### config.mk
export PLATFORM = sky130hd
export DESIGN_NAME = stream_fifo_level_flat
export DESIGN_NICKNAME = d
export VERILOG_FILES = /design/src/rtl/stream_fifo_level_if.sv /design/src/rtl/stream_fifo_level.sv /design/src/flat_wrapper.sv
export SDC_FILE = /design/constraint.sdc
export NUM_CORES = 1
export LEC_CHECK = 0
export CORE_AREA = 2 2 225 116
export DETAILED_ROUTE_END_ITERATION = 7
export DIE_AREA = 0 0 227 118
export PLACE_DENSITY = 0.66
export SLEW_MARGIN = 25
export SYNTH_ARGS = -nofsm -noshare
export SYNTH_HDL_FRONTEND = slang
export SYNTH_SLANG_ARGS = --single-unit
export TNS_END_PERCENT = 1
### constraint.sdc
create_clock -name clk_i -period 5.9 [get_ports clk_i]
set_input_delay 0.885 -clock clk_i [delete_from_list [all_inputs] [get_ports clk_i]]
set_output_delay 0.885 -clock clk_i [all_outputs]
set_load 0.01 [all_outputs]
### src/rtl/stream_fifo_level_if.sv
// stream_fifo_level_if: valid/ready write and read channels of the stream FIFO.
interface stream_fifo_level_if #(
   parameter int DATA_WIDTH = 32
);
   logic [DATA_WIDTH-1:0] src_data_i;
   logic                  src_valid_i;
   logic                  src_ready_o;
   logic [DATA_WIDTH-1:0] dst_data_o;
   logic                  dst_valid_o;
   logic                  dst_ready_i;
   modport slave (
      input  src_data_i, src_valid_i, dst_ready_i,
      output src_ready_o, dst_data_o, dst_valid_o
   );
   modport master (
      output src_data_i, src_valid_i, dst_ready_i,
      input  src_ready_o, dst_data_o, dst_valid_o
   );
endinterface

### src/rtl/stream_fifo_level.sv
// stream_fifo_level: single-clock valid/ready FIFO with fill level, almost flags, flush and optional fall-through.
module stream_fifo_level #(
   parameter int DATA_WIDTH      = 32,
   parameter int LOG_DEPTH       = 3,
   parameter bit FALL_THROUGH    = 1'b0,
   parameter int ALMOST_FULL_TH  = 2**LOG_DEPTH-1,
   parameter int ALMOST_EMPTY_TH = 1
)(
   input  logic                 clk_i,
   input  logic                 rst_ni,
   input  logic                 flush_i,
   stream_fifo_level_if.slave   bus,
   output logic [LOG_DEPTH:0]   level_o,
   output logic                 almost_full_o,
   output logic                 almost_empty_o
);
   localparam int DEPTH = 2**LOG_DEPTH;
   localparam logic [LOG_DEPTH:0] AF_TH = (LOG_DEPTH+1)'(ALMOST_FULL_TH);
   localparam logic [LOG_DEPTH:0] AE_TH = (LOG_DEPTH+1)'(ALMOST_EMPTY_TH);
   logic [DATA_WIDTH-1:0] r_mem [DEPTH];
   logic [LOG_DEPTH:0]    r_wr, r_rd;
   logic                  w_empty, w_full, w_push, w_pop, w_bypass, w_wr_en, w_rd_en;
   assign w_empty = r_wr == r_rd;
   assign w_full  = (r_wr[LOG_DEPTH-1:0] == r_rd[LOG_DEPTH-1:0]) && (r_wr[LOG_DEPTH] != r_rd[LOG_DEPTH]);
   assign level_o        = r_wr - r_rd;
   assign almost_full_o  = level_o >= AF_TH;
   assign almost_empty_o = level_o <= AE_TH;
   assign bus.src_ready_o = !w_full;
   assign bus.dst_valid_o = FALL_THROUGH ? (!w_empty || bus.src_valid_i) : !w_empty;
   assign bus.dst_data_o  = (FALL_THROUGH && w_empty) ? bus.src_data_i : r_mem[r_rd[LOG_DEPTH-1:0]];
   assign w_push   = bus.src_valid_i && !w_full;
   assign w_pop    = bus.dst_valid_o && bus.dst_ready_i;
   // a word consumed while passing straight through an empty FIFO never touches storage
   assign w_bypass = FALL_THROUGH && w_empty && w_push && w_pop;
   assign w_wr_en  = w_push && !w_bypass && !flush_i;
   assign w_rd_en  = w_pop && !w_bypass && !flush_i;
   always_ff @(posedge clk_i or negedge rst_ni)
      if (!rst_ni) begin
         r_wr <= '0;
         r_rd <= '0;
      end else if (flush_i) begin
         r_wr <= '0;
         r_rd <= '0;
      end else begin
         if (w_wr_en) r_wr <= r_wr + 1'b1;
         if (w_rd_en) r_rd <= r_rd + 1'b1;
      end
   always_ff @(posedge clk_i)
      if (w_wr_en) r_mem[r_wr[LOG_DEPTH-1:0]] <= bus.src_data_i;
endmodule
### src/flat_wrapper.sv
// flat-port wrapper written by rule: the top's interface ports become plain ports
module stream_fifo_level_flat 
#(
   parameter int DATA_WIDTH      = 32,
   parameter int LOG_DEPTH       = 3,
   parameter bit FALL_THROUGH    = 1'b0,
   parameter int ALMOST_FULL_TH  = 2**LOG_DEPTH-1,
   parameter int ALMOST_EMPTY_TH = 1
)
  (clk_i, rst_ni, flush_i, level_o, almost_full_o, almost_empty_o, bus_src_data_i, bus_src_valid_i, bus_dst_ready_i, bus_src_ready_o, bus_dst_data_o, bus_dst_valid_o);
  stream_fifo_level_if #(.DATA_WIDTH(DATA_WIDTH)) bus_i ();
  input  logic clk_i;
  input  logic rst_ni;
  input  logic flush_i;
  output logic [LOG_DEPTH:0] level_o;
  output logic almost_full_o;
  output logic almost_empty_o;
  input wire logic [$bits(bus_i.src_data_i)-1:0] bus_src_data_i;
  input wire logic [$bits(bus_i.src_valid_i)-1:0] bus_src_valid_i;
  input wire logic [$bits(bus_i.dst_ready_i)-1:0] bus_dst_ready_i;
  output wire logic [$bits(bus_i.src_ready_o)-1:0] bus_src_ready_o;
  output wire logic [$bits(bus_i.dst_data_o)-1:0] bus_dst_data_o;
  output wire logic [$bits(bus_i.dst_valid_o)-1:0] bus_dst_valid_o;
  assign bus_i.src_data_i = bus_src_data_i;
  assign bus_i.src_valid_i = bus_src_valid_i;
  assign bus_i.dst_ready_i = bus_dst_ready_i;
  assign bus_src_ready_o = bus_i.src_ready_o;
  assign bus_dst_data_o = bus_i.dst_data_o;
  assign bus_dst_valid_o = bus_i.dst_valid_o;
  stream_fifo_level #(.DATA_WIDTH(DATA_WIDTH), .LOG_DEPTH(LOG_DEPTH), .FALL_THROUGH(FALL_THROUGH), .ALMOST_FULL_TH(ALMOST_FULL_TH), .ALMOST_EMPTY_TH(ALMOST_EMPTY_TH)) u_core (.clk_i(clk_i), .rst_ni(rst_ni), .flush_i(flush_i), .bus(bus_i), .level_o(level_o), .almost_full_o(almost_full_o), .almost_empty_o(almost_empty_o));
endmodule
After elaboration in Yosys (flattened, before gate mapping)
Memories as Yosys holds them, arrays and structs flattened.
Index checks and enable logic that the tools add are counted.
{"block": "word_totals", "out_inout_bits": 40, "register_bits": 8, "memories": 1, "mem_bits_rw": 256}
{"name": "u_core.r_mem", "words": 8, "word_bits": 32, "rd": 1, "rd_ports_with_merged_regs": 0, "wr": 1, "line": "stream_fifo_level.sv:20", "rtl": "logic [DATA_WIDTH-1:0] r_mem [DEPTH];"}
{"block": "classes", "n_lt_le_gt_ge": 2, "eq_ne": 3, "addsub": 3, "n_reduce_logical": 10, "n_mux": 6}
{"cell": "two-way mux 4 bit", "count": 4}
{"cell": "adder 4 x 1 -> 4 bit (second input constant)", "count": 2}
{"cell": "logical AND 1 bit", "count": 5}
{"cell": "== test 4 bit", "count": 1}
{"cell": ">= comparator 4 x 3 -> 1 bit (second input constant)", "count": 1}
{"cell": "less-or-equal comparator 4 x 1 -> 1 bit (second input constant)", "count": 1}
{"cell": "nonzero test 2 bit", "count": 2}
{"cell": "subtractor 4 bit", "count": 1}
{"cell": "== test 3 bit", "count": 1}
{"cell": "zero test 1 bit", "count": 3}
{"cell": "two-way mux 1 bit", "count": 2}
{"cell": "!= test 1 bit", "count": 1}

Longest topological paths before layout
Gate-level depths: netlist of run 1.
{"block": "depth", "ltp_word": 7, "ltp_mapped": 8, "mapped_depth_nobuf": 6}

Worst setup path after synthesis of run 1
Ideal clock, no wire load.
{"block": "synth_timing", "path_kind": "register to register", "startpoint": "register u_core.r_rd[2]", "endpoint": "memory u_core.r_mem[0][0], enable pin", "period_less_slack_ns": 5.195, "arrival_time_ns": 4.694, "path_slack_ns": 0.705, "setup_ns": 0.501, "stages_incl_launch_ff": 8, "path_buffers": 2, "cell_sequence": "dfrtp_1 -> clkbuf_1 -> clkinv_1 -> buf_2 -> ha_1 -> nand3_1 -> o21ai_1 -> nor4_1"}
{"block": "synth_between", "elab_chain_len": 7}
{"element": "from (decl)", "line": "stream_fifo_level.sv:21", "rtl": "logic [LOG_DEPTH:0] r_wr, r_rd;"}
{"element": "from (signal assigned)", "line": "stream_fifo_level.sv:46", "rtl": "if (w_rd_en) r_rd <= r_rd + 1'b1;"}
{"element": "== test 3 bit", "line": "stream_fifo_level.sv:24", "rtl": "assign w_full = (r_wr[LOG_DEPTH-1:0] == r_rd[LOG_DEPTH-1:0]) && (r_wr[LOG_DEPTH] != r_rd[LOG_DEPTH]);"}
{"element": "logical AND 1 bit", "line": "stream_fifo_level.sv:24"}
{"element": "zero test 1 bit", "line": "stream_fifo_level.sv:31", "rtl": "assign w_push = bus.src_valid_i && !w_full;"}
{"element": "logical AND 1 bit", "line": "stream_fifo_level.sv:31"}
{"element": "logical AND 1 bit", "line": "stream_fifo_level.sv:35", "rtl": "assign w_wr_en = w_push && !w_bypass && !flush_i;"}
{"element": "two-way mux 1 bit", "line": "stream_fifo_level.sv:49", "rtl": "if (w_wr_en) r_mem[r_wr[LOG_DEPTH-1:0]] <= bus.src_data_i;"}
{"element": "two-way mux 1 bit (not written as such)", "line": "stream_fifo_level.sv:49"}
{"element": "to (decl)", "line": "stream_fifo_level.sv:20"}
No other way between the ends.

Final worst setup path of run 1
{"block": "layout_timing", "startpoint": "register u_core.r_rd[0]", "endpoint": "output port bus_dst_data_o[10]"}
{"block": "layout_between", "elab_chain_len": 1}
{"element": "memory read (8 x 32 bit)"}
{"element": "to (decl)", "line": "flat_wrapper.sv:22", "rtl": "output wire logic [$bits(bus_i.dst_data_o)-1:0] bus_dst_data_o;"}
No other way between the ends.

==> results.md, run 1 <==
Min path:
- The class of the tightest hold or removal check is reg -> reg.
- Counting instances, the worst hold path has a depth of 2.
- The origin of the worst min-delay path is u_core.r_rd[1].
- The worst hold path terminates at u_core.r_rd[1].

Power and ir drop:
- The power consumption is 4230 uW.
- The power density normalized to cell area is 345 nW/um2.
- The maximum resistive drop on vdd is 214 uV.
- The leakage power of the design is 0.00396 uW.

Worst setup path:
- The buffers plus inverters on the worst setup path is 2.
- The delay of the slowest cell on the worst path is 0.91 ns.
- The worst setup path is of the reg -> out kind.
- The worst setup path is captured at an output port.
- The cell repeated most along the worst path is sky130_fd_sc_hd__nand2_1.
- The worst endpoint required time is 5.02 ns.
- STA classifies the critical path startpoint as a flip-flop.
- For flop-to-flop paths, the worst setup slack is 2.64 ns.
- Of all nets on the critical path, the largest fanout is 38.
- At the worst endpoint, the arrival time is 3.37 ns.
- The depth of the worst register-to-register path is 6.
- The slowest library cell on the worst path is sky130_fd_sc_hd__dfrtp_4.
- In this run the critical register-to-register path is launched from u_core.r_rd[2].
- The critical path goes through buf_4, mux4_2, nand2_1, nand2_1, clkdlybuf4s50_1.
- The kind of cell with the highest combined delay on the critical path is buffers and inverters.
- The endpoint identified for the worst register-to-register timing path is u_core.r_mem[0][21].

Placed design:
- Summed over all nets, the half-perimeter wirelength after detailed placement is 11300 um.
- The minimum setup slack after placement is 2.10 ns.
- The count of input and output buffers is 76.
- Summing all placed instances gives a cell area of 11500 um2.
- The placer congestion estimate is 0.758.

Routing:
- The total number of vias is 5000.
- After detailed routing, the number of remaining DRC violations is 0.
- The count of TritonRoute iterations in the first routing pass is 4.
- The first-iteration detailed-routing DRC count is 323.
- The detailed-route vias per instance is 5.16.
- The final routed wirelength across all metal layers is 20600 um.
- The number of routed nets with antenna violations is 0.
- Dividing the detail-routed wire length by the instance count gives 21.2 um.

Floorplan:
- The core region area is 24800 um2.
- The die boundary height is 118 um.
- For this configuration, the core starts out at a cell density of 41.7%.
- The width of the chip is 227 um.
- The full die area is 26800 um2.
- The placement row count is 41.
- For this design the top-level I/O count stands at 77.

GRT:
- Entering global routing, the biggest net connects 67 pins.
- The overall fraction of global-route tracks in use is 15.7%.
- The global-route wire length before repair is 31500 um.
- The via count of the first global-routing pass came to 5269.
- The number of antenna violations at the first check in global routing is 1.
- Global routing finished with a remaining overflow of 0.

STA:
- The post-route clock period utilization is 72.2%.
- Clock skew on the completed layout was measured at 0.0145 ns.
- Across all hold checks on the routed design, the worst slack comes to 0.635 ns.
- For this run, the top clock speed supported by timing is 235 MHz.
- In this run the tightest slew margin relative to its limit is 37.7%.
- Setup repair after global routing left no endpoint under its margin.
- The final number of hold-violating endpoints is 0.
- Setup violations remaining at the end of the flow were counted as 0.
- The setup slack of the critical path after layout is 1.64 ns.
- The slew at the pin closest to its max-slew limit is 0.935 ns.
- The minimum clock period after layout is 4.26 ns.
- The total negative slack is 0 ns.
- The final count of pins violating max slew was 0.

Yosys:
- The total of warnings raised by yosys is 0.
- In this run the cell area of the synthesized design comes to 10300 um2.
- The sequential area share after synthesis is 76.2%.
- The synthesized instance count is 520.
- In this run, synthesis produced a sequential element count of 264.
- Counting every net in the synthesized netlist gives 563.
- In this run the mean area of a mapped cell was 19.9 um2.
- The distinct cell type count after synthesis is 36.

CTS:
- The library cell used as clock root buffer is sky130_fd_sc_hd__clkbuf_16.
- Post-CTS timing repair inserted 0 buffers for setup.
- The post-cts hold buffer count is 0.
- The post-CTS clock slew at the launch and capture registers of the worst setup and hold paths is 0.07 ns.
- For the worst-skew pair, the clock arrives at the later sink with an insertion delay of 0.52 ns.
- The number of sinks driven by the clock tree is 264.
- TritonCTS built the clock tree.
- The maximum number of buffers from clock root to sink is 3.
- The H-tree depth is 1.
- In this run, CTS created clock tree buffers numbering 23.
- The number of gates resized after CTS was 0.

Cells and area:
- The share of final-layout standard cells stronger than drive strength 1 is 20.0%.
- Relative to the synthesized area, the layout overhead comes to 18.7%.
- The top cell types in the final layout, fill and taps aside, are sky130_fd_sc_hd__edfxtp_1, sky130_fd_sc_hd__nand2_1, sky130_fd_sc_hd__clkdlybuf4s50_1.
- The area of all placed cells without fillers is 12300 um2.
- Leaving out fill and tap cells, the most frequent cell in the layout is sky130_fd_sc_hd__edfxtp_1.
- After filler insertion, the fill cell instance count of the layout stands at 2043.
- In the final design database the tool counted 651 nets.

Run:
- The tool flagged a number of max-cap violations equal to 0.

Outcome:
- The flow ran to the end, and the final reports show no timing, DRC or antenna violations.
worst max path at each step:
stage / from / endpoint / slack (ns) / cells past startpoint
after floorplan: u_core.r_rd[2] / u_core.r_mem[0][0] / 0.70 / 7
after global placement: u_core.r_rd[0] / bus_dst_data_o[4] / 2.10 / 5
after detailed placement: u_core.r_rd[0] / bus_dst_data_o[10] / 2.10 / 5
after CTS: u_core.r_rd[0] / bus_dst_data_o[10] / 1.53 / 5
after global routing: u_core.r_rd[0] / bus_dst_data_o[10] / 1.39 / 5
final: u_core.r_rd[0] / bus_dst_data_o[10] / 1.64 / 5
logic make-up after synthesis:
group | share of synthesized area (%)
compound gates | 0.992
simple gates | 5.12
fa+ha+maj | 0.798
xor+xnor | 0.254
flops | 76.2
mux | 14.6
buf+inv | 2.02
metrics by stage:
step                instances  util (%)
floorplan                 520         -
global placement          927      46.3
detailed placement        927      46.3
CTS                       968      49.5
global route              968      49.5
finish                    969      49.5
tightest hold or removal path, delay by kind of cell (launching register included):
kind	cells	cell delay, ns
buffers and inverters	1	0.08
flip-flops	1	0.43
AO/OA/AOI/OAI	1	0.08
routing by layer:
layer	global-route usage [%]	vias to the layer above	share of wire, %
met5	0	-	0
met4	2.29	0	1.1
met3	3.79	19	4.7
met2	25.3	101	49
met1	22.2	2639	46
li1	-	2241	-
synth_stat cells (all sizes together):
master     n  area share [%]
clkbuf     7            0.25
fa         1            0.19
mux2i      1           0.097
buf       17             1.5
a21o       1           0.073
o31ai      2            0.15
a21boi     2            0.15
and2       1           0.061
nand2b     1           0.061
xor2       2            0.17
a21oi      5            0.24
nand2    104             3.8
a32o       1           0.097
a211oi     1           0.073
o21ai      1           0.048
mux2       5            0.54
mux4      64              14
nor2       6            0.22
o2111ai    2            0.17
clkinv     1           0.036
inv        7            0.25
nand3      2           0.097
dfrtp      8             1.9
edfxtp   256              74
nor2b      4            0.24
nor3       6            0.29
nand4      2            0.12
nor4       2            0.12
nand3b     1           0.073
and3       1           0.061
xnor2      1           0.085
ha         5            0.60
cell type report:
cell class | instances | area [um2] | share of cell area (%)
multi-input cells | 224 | 2290 | 18.7
repair buffers | 87 | 843 | 6.87
clock inverters | 16 | 206 | 1.68
inverters | 8 | 30.0 | 0.245
diodes | 1 | 2.50 | 0.0204
flip-flops and latches | 264 | 7890 | 64.3
well taps | 344 | 430 | 3.50
clock buffers | 25 | 583 | 4.75
flip-flops by register name, summed over array words and instances (netlist names):
signal / count
u_core.r_mem: 256
u_core.r_rd: 4
u_core.r_wr: 4
power by group:
part	internal, uW	switching (uW)	total [uW]
registers	2080	39.1	2120
logic	295	232	527
clock network	933	650	1580
No activity file was read; power rests on OpenSTA's default activity.
==> inputs of run 2 (changes only) <==
- PLACE_DENSITY: 0.66 -> 0.68
- clock period: 5.9 -> 3.7 ns (I/O delays scaled with it)
==> run 2 against run 1 <==
  * Critical path depth up 1
  * Cell count up 0.21%
  * Register-to-register slack worse by 1.7 ns
  * Sequential share of layout area is 0.076 points lower
  * Wire length increased by 4.1%
==> results.md, run 2 (synthesis results as in run 1) <==
Worst setup path:
- The buffers plus inverters on the worst setup path was 2 (unchanged).
- The delay of the slowest cell on the worst path is 0.61 ns (-0.30 ns).
- The data arrival time of the worst path came to 2.85 ns (-0.52 ns).
- The slowest stage of the critical path belongs to the cell sky130_fd_sc_hd__dfrtp_4.
- The worst-path maximum fanout came to 17 (-55%).
- Walking the worst path, the cells encountered are ha_1, fa_1, xor2_1, inv_1, a211oi_1, clkdlybuf4s50_1.
- STA classifies the critical path startpoint as a flip-flop.
- In this run the worst setup path begins at u_core.r_rd[0].
- The worst endpoint required time came to 3.14 ns (-1.88 ns).
- The kind of cell with the highest combined delay along the critical path is buffers and inverters.
- The category of the critical setup timing path is reg -> out.
- The kind of end point of the critical path is an output port.
- The worst register-to-register path begins at u_core.r_rd[0].

Routing:
- The number of routed nets with antenna violations came to 0 (unchanged).
- The final routed wirelength across all metal layers was 21400 um (+4.1%).
- The wire length per cell after detailed routing is 22.1 um (+3.9%).
- The first-iteration detailed-routing DRC count came to 439 (+36%).
- The count of TritonRoute iterations in the first routing pass was 4 (unchanged).
- The number of design rule violations left after detail routing came to 0 (unchanged).
- The met1 wire length is 9790 um (+4.4%).
- The highest layer touched by signal routing is met4.
- The total number of vias is 5131 (+2.6%).
- The met3 layer wire length in the routed design was 1080 um (+11%).
- The met2 wire length is 10200 um (+2.0%).
- The detailed-route vias per instance is 5.28 (+2.4%).

CTS:
- The maximum number of buffers from clock root to sink came to 3 (unchanged).
- The post-cts hold buffer count came to 0 (unchanged).
- The number of sinks driven by the clock tree is 264 (unchanged).
- The quantity of gates resized following cts is 0 (unchanged).
- The TritonCTS clock tree is built.
- The post-CTS clock slew at the launch and capture registers of the worst setup and hold paths came to 0.07 ns (about the same).
- The library cell used as clock root buffer is sky130_fd_sc_hd__clkbuf_16.
- The worst-skew pair later-pin latency is 0.53 ns (about the same).
- The H-tree depth was 1 (unchanged).
- The number of setup buffers added after CTS is 0 (unchanged).
- The number of buffers inserted during clock tree synthesis is 23 (unchanged).

Cells and area:
- The post-route non-filler standard cell count is 971 (+0.21%).
- In the layout the commonest cells are sky130_fd_sc_hd__edfxtp_1, sky130_fd_sc_hd__nand2_1, sky130_fd_sc_hd__clkdlybuf4s50_1.
- The flip-flop count of the largest register after layout is 256 (unchanged).
- The share of final-layout standard cells stronger than drive strength 1 is 20.3% (+0.22 points).
- The most common cell after layout, fill and taps aside is sky130_fd_sc_hd__edfxtp_1.
- The count of inserted antenna diode cells was 0 (-1).
- The area growth from synthesis to layout is 18.8%.
- The number of nets in the final layout is 656 (+0.77%).

STA:
- The final number of hold-violating endpoints is 0 (unchanged).
- Dividing the final minimum period by the clock period gives 92.1%.
- The worst clock skew is 0.0136 ns (-0.000966 ns).
- The setup-violating endpoint count in the final report is 0 (unchanged).
- The slew at the pin closest to its max-slew limit came to 0.987 ns (+0.0522 ns).
- The final count of pins violating max slew is 0 (unchanged).
- Setup repair after global routing left no endpoint under its margin.
- After layout, the minimum clock period comes to 3.41 ns.
- The normalized max-slew margin was 33.7% (-3.9 points).
- The setup slack of the critical path after layout is 0.291 ns (-1.35 ns).
- The highest clock frequency the design can meet is 293 MHz.
- The tightest hold margin is 0.334 ns (-0.301 ns).

Power and ir drop:
- The power consumption is 6620 uW (+56%).
- The power density normalized to cell area was 539 nW/um2 (+56%).
- The maximum resistive drop on vdd came to 277 uV (+30%).
- The switching part of the total was 22.1% (+0.33 points).
- The proportion of power drawn by the clock network came to 35.8% (-1.6 points).
- The total internal power is 5160 uW (+56%).
- The leakage power of the design is 0.00398 uW (+0.47%).
- The part of the total power dissipated in combinational logic is 13.5% (+1.1 points).
- The fraction of power consumed by sequential logic is 50.8% (+0.6 points).
- The net switching power is 1460 uW (+59%).

Floorplan:
- The starting utilization of the core area was 41.7% (unchanged).
- The number of I/O pins came to 77 (unchanged).
- The core region area was 24800 um2 (unchanged).
- The die boundary height is 118 um (unchanged).
- The full die area was 26800 um2 (unchanged).
- The width of the chip came to 227 um (unchanged).
- The placement row count is 41 (unchanged).

GRT:
- The via count of the first global-routing pass was 5429 (+3.0%).
- The number of antenna violations at the first check in global routing was 0 (-1).
- The overall fraction of global-route tracks in use is 16.4% (+0.77 points).
- The global-route wire length before repair came to 32900 um (+4.4%).
- The total congestion overflow after global routing was 0 (unchanged).
- The largest net degree at the start of global routing was 67 (unchanged).

Min path:
- The class of the tightest hold or removal check is in -> async.

Placed design:
- The count of input and output buffers is 76 (unchanged).
- The placer congestion estimate came to 0.773 (+2.0%).
- The half-perimeter wire length after detailed placement is 11700 um (+3.6%).
- The minimum setup slack after placement is 0.841 ns (-1.25 ns).
- The total placed cells including tap cells is 932 (+0.54%).

Outcome:
- The run finished with clean final reports.

Run:
- The count of max-cap constraint violations is 0 (unchanged).
run 2: cell count changes in the layout (fill, tap and decap cells not counted), moves of 2 or more:
| cell | previous run | this run |
|---|---|---|
| sky130_fd_sc_hd__nor4_2 | 2 | 0 |
| sky130_fd_sc_hd__clkinv_2 | 3 | 5 |
| sky130_fd_sc_hd__clkbuf_1 | 2 | 5 |
| sky130_fd_sc_hd__nor4_4 | 0 | 2 |
| sky130_fd_sc_hd__clkinv_1 | 6 | 3 |
| sky130_fd_sc_hd__buf_4 | 11 | 14 |
| sky130_fd_sc_hd__bufinv_16 | 5 | 3 |
| sky130_fd_sc_hd__buf_12 | 0 | 2 |
| sky130_fd_sc_hd__clkinvlp_4 | 3 | 0 |
run 2: worst reg2reg max path: cells and delay by family (launching register included):
kind / cells / cell delay, ns
compound gates: 1 / 0.81
simple gates: 2 / 0.30
flops: 1 / 0.61
buf+inv: 1 / 0.35
fa+ha+maj: 1 / 0.38
run 2: layout make-up:
type                    count  area, um2
multi-input cells         224       2310
clock inverters            11        131
fillers                  2030      12500
flip-flops and latches    264       7890
inverters                   8       30.0
repair buffers             92        906
well taps                 344        430
clock buffers              28        594
run 2: power groups by stage:
| stage | registers (uW) | clock network [uW] | logic (uW) |
|---|---|---|---|
| global route | 3370 | 2560 | 965 |
| detailed placement | 3430 | 0 | 901 |
| global placement | 3420 | 0 | 885 |
| CTS | 3360 | 2440 | 906 |
| finish | 3360 | 2370 | 891 |
| floorplan | 3400 | 0 | 577 |
run 2: final timing paths:
kind / end / cells past startpoint / slack (ns)
setup / recovery: almost_empty_o / 6 / 0.29
hold / removal: u_core.r_rd[0] / 1 / 0.33
setup reg to reg: u_core.r_mem[6][26] / 5 / 0.90
hold reg to reg: u_core.r_rd[3] / 2 / 0.67
max in group asynchronous: u_core.r_rd[0] / 1 / 3.03
min in group clk_i: u_core.r_rd[3] / 2 / 0.67
run 2: stage by stage:
stage / util [%] / TNS (ns) / cell area, um2
global placement: 46.6 / 0 / 11600
finish: 49.5 / 0 / 12300
CTS: 49.5 / 0 / 12300
global route: 49.5 / 0 / 12300
detailed placement: 46.6 / 0 / 11600
floorplan: - / -127.30 / 10400
run 2: routing by layer:
metal	up-vias	track usage, %
li1	2247	-
met1	2722	23.5
met2	131	26.1
met3	31	3.72
met4	0	3.19
met5	-	0
==> inputs of run 3 (changes only) <==
- CORE_AREA: 2 2 225 116 -> 2 2 160 162
- DIE_AREA: 0 0 227 118 -> 0 0 162 164
==> run 3 against run 2 <==
  * Sequential share of layout area shrank 0.84 points
  * Core utilization up 0.69 points
  * Total power increased by 4.2%
  * Design area grew 1.3%
  * Sequential cell count stayed put
  * Wire length down 5.7%
  * Cell count grew 0.10%
  * Count of clock-buffer cells in the layout is 1 higher
  * Clock power rose by 12%
  * Fmax grew 4.3%
  * Clock skew is 0.0080 ns higher
  * Highest routed layer unchanged
==> results.md, run 3 (synthesis results as in run 1) <==
Outcome:
- The run finished with clean final reports.

Floorplan:
- The starting utilization of the core area is 41.7% (about the same).
- The core region area was 24800 um2 (about the same).
- The placement row count was 58 (+41%).
- The width of the chip is 162 um (-29%).
- The full die area is 26600 um2 (-0.81%).
- The die boundary height is 164 um (+39%).
- The number of I/O pins came to 77 (unchanged).

Placed design:
- The half-perimeter wire length after detailed placement is 11400 um (-2.2%).
- The count of input and output buffers came to 76 (unchanged).
- The placer congestion estimate is 0.780 (+0.87%).
- The total placed cells including tap cells is 923 (-0.97%).
- The cell area reported after detailed placement is 11600 um2 (about the same).
- The minimum setup slack after placement is 0.944 ns (+0.102 ns).

CTS:
- The number of buffers inserted during clock tree synthesis is 27 (+17%).
- The post-CTS clock slew at the launch and capture registers of the worst setup and hold paths is 0.06 ns (about the same).
- Clock tree synthesis selected as its root buffer the cell sky130_fd_sc_hd__clkbuf_16.
- The TritonCTS clock tree is built.
- The number of setup buffers added after CTS was 0 (unchanged).
- The H-tree depth is 1 (unchanged).
- The quantity of gates resized following cts is 0 (unchanged).
- The maximum number of buffers from clock root to sink came to 3 (unchanged).
- The worst-skew pair later-pin latency is 0.53 ns (about the same).
- The number of sinks driven by the clock tree is 264 (unchanged).
- The post-cts hold buffer count is 0 (unchanged).

Worst setup path:
- The slowest stage of the critical path belongs to the cell sky130_fd_sc_hd__dfrtp_1.
- The kind of cell with the highest combined delay on the critical path is buffers and inverters.
- The buffers plus inverters on the worst setup path is 3 (+1).
- Counting stages on the worst path, the most repeated cell is sky130_fd_sc_hd__inv_1.
- The worst flop-to-flop path endpoint is u_core.r_mem[2][15].
- The delay of the slowest cell on the worst path was 0.58 ns (-0.03 ns).
- The worst setup path is captured at an output port.
- Traced cell by cell, the critical path runs through inv_1, fa_1, xor2_1, inv_1, a211oi_1, clkdlybuf4s50_1.
- The depth of the worst register-to-register path is 5 (unchanged).
- The critical path is of the reg -> out type.
- The slack of the worst reg-to-reg path was 1.02 ns (+0.12 ns).
- The worst-path maximum fanout is 8 (-9).
- The category of the worst setup path launch point is a flip-flop.
- The worst endpoint required time is 3.14 ns (about the same).
- The worst register-to-register path begins at u_core.r_wr[2].
- The data arrival time of the worst path is 2.71 ns (-0.14 ns).

Power and ir drop:
- The fraction of power consumed by sequential logic is 48.5% (-2.3 points).
- The power consumption is 6900 uW (+4.2%).
- The maximum resistive drop on vdd is 310 uV (+12%).
- The switching part of the total is 21.5% (-0.60 points).
- The leakage power of the design is 0.00409 uW (+2.6%).
- The total internal power is 5410 uW (+5.0%).
- The power density normalized to cell area is 554 nW/um2 (+2.8%).
- The part of the total power dissipated in combinational logic is 12.8% (-0.7 points).
- The proportion of power drawn by the clock network is 38.6% (+2.8 points).
- The net switching power came to 1480 uW (+1.3%).

STA:
- The worst clock skew is 0.0216 ns (+0.00805 ns).
- The highest clock frequency the design can meet was 306 MHz (+4.3%).
- The final number of hold-violating endpoints came to 0 (unchanged).
- Setup repair after global routing left no endpoint under its margin.
- The final count of pins violating max slew is 0 (unchanged).
- The normalized max-slew margin is 29.2% (-4.5 points).
- The minimum clock period after layout is 3.27 ns (-0.140 ns).
- The post-route clock period utilization is 88.3% (-3.8 points).
- The slew at the pin closest to its max-slew limit is 1.05 ns (+0.0672 ns).
- The setup-violating endpoint count in the final report is 0 (unchanged).
- The setup slack of the critical path after layout came to 0.431 ns (+0.140 ns).
- The tightest hold margin is 0.317 ns (-0.0165 ns).

Cells and area:
- The top cell types in the final layout, fill and taps aside, are sky130_fd_sc_hd__edfxtp_1, sky130_fd_sc_hd__nand2_1, sky130_fd_sc_hd__clkdlybuf4s50_1.
- From synthesis to final layout, the design area changed by 20.4%.
- The area of the multi-input gates is 2310 um2 (unchanged).
- The most common cell after layout, fill and taps aside is sky130_fd_sc_hd__edfxtp_1.
- The filler cell count in the final layout is 2024 (-0.30%).
- The share of final-layout standard cells stronger than drive strength 1 is 22.0% (+1.7 points).
- The flip-flop count of the largest register after layout was 256 (unchanged).
- The register area is 7890 um2 (about the same).
- The count of inserted antenna diode cells is 0 (unchanged).
- The post-route non-filler standard cell count is 972 (+0.10%).
- The number of nets in the final layout was 665 (+1.4%).
- The area of all placed cells without fillers was 12500 um2 (+1.3%).

Routing:
- The detailed-route vias per instance is 5.22 (-1.3%).
- The number of design rule violations left after detail routing was 0 (unchanged).
- The wire length per cell after detailed routing was 20.8 um (-5.8%).
- The number of routed nets with antenna violations is 0 (unchanged).
- The total number of vias is 5070 (-1.2%).
- The count of TritonRoute iterations in the first routing pass came to 5 (+1).
- The final routed wirelength across all metal layers is 20200 um (-5.7%).
- The first-iteration detailed-routing DRC count came to 429 (-2.3%).

GRT:
- The number of antenna violations at the first check in global routing is 0 (unchanged).
- The via count of the first global-routing pass is 5391 (-0.70%).
- The overall fraction of global-route tracks in use is 15.5% (-0.98 points).
- The global-route wire length before repair came to 31000 um (-5.7%).
- The largest net degree at the start of global routing is 67 (unchanged).
- The total congestion overflow after global routing is 0 (unchanged).

Run:
- The count of max-cap constraint violations is 0 (unchanged).

Min path:
- The class of the tightest hold or removal check is in -> async.
-- run 3: cell types whose count changed in the layout (fill, tap and decap cells not counted), sizes merged --
cell    previous run  this run
buf               16        21
bufinv             3         4
clkbuf            28        29
clkinv             8        16
-- run 3: layout make-up --
type | count | area share, %
sequential | 264 | 63.4
tap | 330 | 3.31
clock buffer | 29 | 5.48
inverter | 8 | 0.241
multi-input combinational | 224 | 18.5
clock inverter | 20 | 1.60
timing repair buffer | 97 | 7.47
-- run 3: metrics by stage --
stage | setup TNS [ns] | util (%)
after global routing | 0 | 50.2
after floorplan | -127.30 | -
final | 0 | 50.2
after CTS | 0 | 50.2
after global placement | 0 | 46.6
after detailed placement | 0 | 46.6
-- run 3: how the worst max path moves through the flow --
stage / from / endpoint / slack (ns) / depth (start not counted)
after floorplan: u_core.r_rd[2] / u_core.r_mem[2][0] / -0.62 / 7
after global placement: u_core.r_rd[0] / bus_dst_data_o[21] / 0.95 / 5
after detailed placement: u_core.r_rd[0] / bus_dst_data_o[21] / 0.94 / 5
after CTS: u_core.r_rd[0] / bus_dst_data_o[21] / 0.39 / 5
after global routing: u_core.r_wr[1] / almost_empty_o / 0.27 / 6
final: u_core.r_wr[1] / almost_empty_o / 0.43 / 6
-- run 3: power groups by stage --
stage	combinational, uW	clock, uW	sequential [uW]
after floorplan	577	0	3400
after global placement	889	0	3400
after detailed placement	901	0	3410
after CTS	905	2710	3350
after global routing	962	2830	3350
final	885	2660	3350
-- run 3: per-layer routing --
| metal | part of all wire (%) | vias up | GRT usage (%) |
|---|---|---|---|
| li1 | - | 2264 | - |
| met1 | 43 | 2621 | 20.8 |
| met2 | 50 | 168 | 26.8 |
| met3 | 5.9 | 17 | 2.63 |
| met4 | 1.2 | 0 | 3.46 |
| met5 | 0 | - | 0 |
